$ cat src/rtl/sha_block_loader.sv
// Front-end sequencer for sha_core: packs 16 stream words big-endian into a block,
// pulses start, waits (with timeout) for the core, then holds the digest until acked.
module sha_block_loader #(
   parameter int unsigned WORD_W   = 32,
   parameter int unsigned BLOCK_W  = 512,
   parameter int unsigned DIGEST_W = 256,
   parameter int unsigned TIMEOUT  = 255
) (
   input  logic                clk,
   input  logic                clr,
   input  logic                s_valid,
   output logic                s_ready,
   input  logic [WORD_W-1:0]   s_data,
   input  logic                abort,
   output logic                core_start,
   output logic [BLOCK_W-1:0]  core_message,
   input  logic [DIGEST_W-1:0] core_hash,
   input  logic                core_valid,
   output logic [DIGEST_W-1:0] digest,
   output logic                digest_valid,
   input  logic                digest_ack,
   output logic                busy,
   output logic                error,
   output logic [3:0]          word_count
);

   localparam int unsigned N_WORDS = BLOCK_W / WORD_W;
   localparam int unsigned CNT_W   = 8;

   typedef enum logic [1:0] {
      S_LOAD  = 2'd0,
      S_START = 2'd1,
      S_WAIT  = 2'd2,
      S_DONE  = 2'd3
   } state_t;

   state_t               state_q, state_d;
   logic [3:0]           word_count_q, word_count_d;
   logic [BLOCK_W-1:0]   message_q, message_d;
   logic [DIGEST_W-1:0]  digest_q, digest_d;
   logic                 digest_valid_q, digest_valid_d;
   logic                 error_q, error_d;
   logic [CNT_W-1:0]     cnt_q, cnt_d;
   logic                 s_ready_q, s_ready_d;
   logic                 core_start_q, core_start_d;
   logic                 busy_q, busy_d;

   // Next-state and registered-output decode
   always_comb begin
      state_d        = state_q;
      word_count_d   = word_count_q;
      message_d      = message_q;
      digest_d       = digest_q;
      digest_valid_d = digest_valid_q;
      error_d        = error_q;
      cnt_d          = cnt_q;

      if (abort) begin
         state_d        = S_LOAD;
         word_count_d   = '0;
         digest_valid_d = 1'b0;
      end else begin
         case (state_q)
            S_LOAD: begin
               if (s_valid) begin
                  for (int unsigned k = 0; k < N_WORDS; k++) begin
                     if (word_count_q == 4'(k)) begin
                        message_d[BLOCK_W-1-WORD_W*k -: WORD_W] = s_data;
                     end
                  end
                  if (word_count_q == 4'd0) begin
                     error_d = 1'b0;
                  end
                  if (word_count_q == 4'(N_WORDS - 1)) begin
                     word_count_d = '0;
                     state_d      = S_START;
                  end else begin
                     word_count_d = word_count_q + 4'd1;
                  end
               end
            end
            S_START: begin
               cnt_d   = '0;
               state_d = S_WAIT;
            end
            S_WAIT: begin
               // cnt_q counts completed WAIT cycles; TIMEOUT cycles without valid is an error
               if (core_valid) begin
                  digest_d       = core_hash;
                  digest_valid_d = 1'b1;
                  state_d        = S_DONE;
               end else if (cnt_q == CNT_W'(TIMEOUT - 1)) begin
                  error_d = 1'b1;
                  state_d = S_LOAD;
               end else begin
                  cnt_d = cnt_q + CNT_W'(1);
               end
            end
            S_DONE: begin
               if (digest_ack) begin
                  digest_valid_d = 1'b0;
                  state_d        = S_LOAD;
               end
            end
            default: state_d = S_LOAD;
         endcase
      end

      s_ready_d    = (state_d == S_LOAD);
      core_start_d = (state_d == S_START);
      busy_d       = (state_d == S_START) || (state_d == S_WAIT);
   end

   always_ff @(posedge clk) begin
      if (clr) begin
         state_q        <= S_LOAD;
         word_count_q   <= '0;
         message_q      <= '0;
         digest_q       <= '0;
         digest_valid_q <= 1'b0;
         error_q        <= 1'b0;
         cnt_q          <= '0;
         s_ready_q      <= 1'b1;
         core_start_q   <= 1'b0;
         busy_q         <= 1'b0;
      end else begin
         state_q        <= state_d;
         word_count_q   <= word_count_d;
         message_q      <= message_d;
         digest_q       <= digest_d;
         digest_valid_q <= digest_valid_d;
         error_q        <= error_d;
         cnt_q          <= cnt_d;
         s_ready_q      <= s_ready_d;
         core_start_q   <= core_start_d;
         busy_q         <= busy_d;
      end
   end

   assign s_ready      = s_ready_q;
   assign core_start   = core_start_q;
   assign core_message = message_q;
   assign digest       = digest_q;
   assign digest_valid = digest_valid_q;
   assign busy         = busy_q;
   assign error        = error_q;
   assign word_count   = word_count_q;

endmodule

$ cat config.mk
export PLATFORM = sky130hd
export DESIGN_NAME = sha_block_loader
export DESIGN_NICKNAME = d
export VERILOG_FILES = /design/src/rtl/sha_block_loader.sv
export SDC_FILE = /design/constraint.sdc
export NUM_CORES = 2
export LEC_CHECK = 0
export ABC_CLOCK_PERIOD_IN_PS = 2990
export BUFFER_PORTS_ARGS = -buffer_cell sky130_fd_sc_hd__clkbuf_2
export CAP_MARGIN = 30
export CORE_AREA = 2 2 412 414
export CTS_BUF_LIST = sky130_fd_sc_hd__clkbuf_4
export DETAILED_ROUTE_END_ITERATION = 6
export DIE_AREA = 0 0 414 416
export SKIP_CTS_REPAIR_TIMING = 1
export SYNTH_ARGS = -nofsm -noshare
export SYNTH_HDL_FRONTEND = slang
export SYNTH_SLANG_ARGS = --single-unit
export TNS_END_PERCENT = 5
$ cat constraint.sdc
create_clock -name clk -period 2.99 [get_ports clk]
set_clock_uncertainty 0.2 [all_clocks]
set_input_delay 0.4485 -clock clk [delete_from_list [all_inputs] [get_ports clk]]
set_output_delay 0.4485 -clock clk [all_outputs]
set_load 0.05 [all_outputs]
==> impl_metrics.csv <==
group,metric,value,unit
worst_setup_path,cp.arrival,3840,ps
floorplan,rows,151,
clock_network,cts_tree,"built",
floorplan,core-area,168000,µm²
synth,ys_types,42,
worst_setup_path,worst-path-max-fanout,30,
sta,max_freq,338,MHz
hold_path,hp-class,"in -> reg",
floorplan,ios,1071,
synth,ys.flop_type,"dfxtp_1",
routing,vias_per_cell,4.26,
final_layout,finalNonFillerCells,7564,
power_and_ir_drop,p_per_area,501,nW/µm²
routing,drtAntennaViolNets,0,
worst_setup_path,max_stage_delay,650,ps
floorplan,die-area,172000,µm²
routing,drt-initial-drc-count,2779,
clock_network,cts-root-buf,"clkbuf_4",
routing,top_layer_used,"met5",
global_routing,gr-total-overflow,0,
worst_setup_path,worstSetupStartpointType,"flip-flop",
worst_setup_path,worstPathCellList,"nor3b_1 > and2_4 > nand2_1 > dlygate4sd3_1 > a21oi_1",
sta,period_needed,2960,ps
power_and_ir_drop,ir_drop,0.000408,V
sta,setup_violations,0,
routing,wirelength_met1,54.1,mm
synth,ys_seq_area_frac,0.569,
synth,synth_top_area_share,0.569,
final_layout,drive_gt1_frac,0.286,
place,port_buffers,1070,
sta,finalHoldViolations,0,
sta,holdWs,170,ps
synth,synth_nets,3850,
place,place_congestion,0.869,
global_routing,grt_util_all_layers,0.149,
worst_setup_path,end_kind,"flip-flop",
flow_run,maxCapViolCount,0,
routing,dr_wl_met3,15.3,mm
clock_network,cts-htree-levels,4,
global_routing,grt_pass1_wl,188,mm
sta,slew_headroom,0.282,
sta,tns,0,ps
global_routing,grt_pass1_vias,27000,
clock_network,clockBufferDepth,3,
place,dp_cells,6592,
sta,drv_slew,0,
clock_network,clkTransAtPathRegs,100,ps
synth,ys_top_cells_by_area,"dfxtp_1, nand2_1, a21oi_1, clkbuf_1, buf_2",
synth,synth_cells,3548,
routing,wl_met2,69.5,mm
synth,synth-edff-count,0,
routing,dr.pass1.iters,6,
routing,post_drt_wl_per_cell,19.5,µm
final_layout,synthToLayoutAreaGrowth,58.8,%
synth,synth.ff_latch_count,787,
global_routing,grt_max_degree,170,
floorplan,die_h,416,µm
power_and_ir_drop,p_leak,0.0175,µW
floorplan,initial_core_util,0.165,
synth,syn_area,27700,µm²
routing,vias,32200,
outcome,status,"finished, final reports clean",
synth,yosysWarnings,0,
global_routing,antenna_found_initial,27,
floorplan,die_w,414,µm
final_layout,finalNetCount,5469,
worst_setup_path,worstSetupPathType,"reg -> reg",
worst_setup_path,crit_required,3870,ps
clock_network,insertion_delay,1200,ps
clock_network,numCtsBuffers,212,
final_layout,layout_common_cells,"nand2_1, clkbuf_2, dfxtp_1",
routing,wirelength,148,mm
routing,drc_errors,0,
synth,ys_async_sr_fraction,0,
place,dp_hpwl,101,mm
worst_setup_path,slowest_stage,"and2_4",
sta,tightestPinTransition,1070,ps
synth,avgSynthCellArea,7.80,µm²
sta,min_period_over_period,0.990,
synth,synth_top_area_cell,"dfxtp_1",
final_layout,final_common_cell,"nand2_1",
clock_network,cts.sinks,787,
[per-layer routing]
metal | track usage | vias up
li1 | - | 14700
met1 | 0.174 | 15000
met2 | 0.241 | 1915
met3 | 0.0527 | 545
met4 | 0.0782 | 4
met5 | 0 | -
[cells by family (layout without fill, tap and decap cells)]
kind of cell	Yosys count	in the layout	share of synthesized area
mux	1	1	0.000362
flops	787	787	0.569
buf+inv	335	2109	0.0535
compound gates	787	787	0.144
other cells	0	24	0
fa+ha+maj	8	8	0.00362
xor+xnor	4	4	0.00127
simple gates	1626	1626	0.229
[synthesized netlist by cell type (all sizes together) (3+ instances only)]
cell    instances
dfxtp         787
a21oi         773
o41ai           3
ha              8
or2             3
nor3            6
nor2b           4
and3           16
xnor2           3
o211ai          3
nor2           11
o21ai           4
and4bb          3
inv             6
nand3          22
clkbuf        205
buf           124
nand2b          3
nand2        1542
[state kept, by name, summed over array words and instances (netlist names), 2 cells and up]
| name | count |
|---|---|
| cnt_q | 8 |
| word_count | 4 |
| core_message | 512 |
| digest | 256 |
| state_q | 2 |
[metrics by stage]
stage,util,power (µW),instance area [µm²],setup slack (ps)
5_1_grt,0.261,22900,43900,-88.6
6_report,0.261,22000,44000,28.5
3_3_place_gp,0.210,11700,35400,280
2_1_floorplan,-,11200,27700,569
4_1_cts,0.227,21600,38100,-21.0
3_5_place_dp,0.210,11700,35400,238
[power by group]
| part | leakage, µW | switching, µW | internal, µW |
|---|---|---|---|
| clock network | 0.00162 | 4960 | 4950 |
| logic | 0.00955 | 881 | 711 |
| registers | 0.00634 | 15.7 | 10500 |
| total | 0.0175 | 5860 | 16200 |
[critical path: cells and delay by family (launching register included)]
kind	cells	cell delay, ps
buffers and inverters	1	620
flip-flops	1	440
AO/OA/AOI/OAI	1	190
AND/OR/NAND/NOR	3	1320
[layout make-up]
type,instances,area [µm²]
Antenna cell,24,60.1
Clock buffer,315,2360
Clock inverter,54,349
Fill cell,17900,124000
Inverter,6,22.5
Multi-Input combinational cell,2426,10500
Sequential cell,787,15800
Tap cell,2218,2780
Timing Repair Buffer,1734,12100
[final timing paths]
check	to	depth (start not counted)	slack, ps	from
max	digest[139]	5	30	state_q[0]
min reg2reg	core_message[458]	2	250	core_message[458]
max reg2reg	digest[139]	5	30	state_q[0]
min	core_message[422]	5	170	s_data[6]
(Power assumes the default switching activity.)
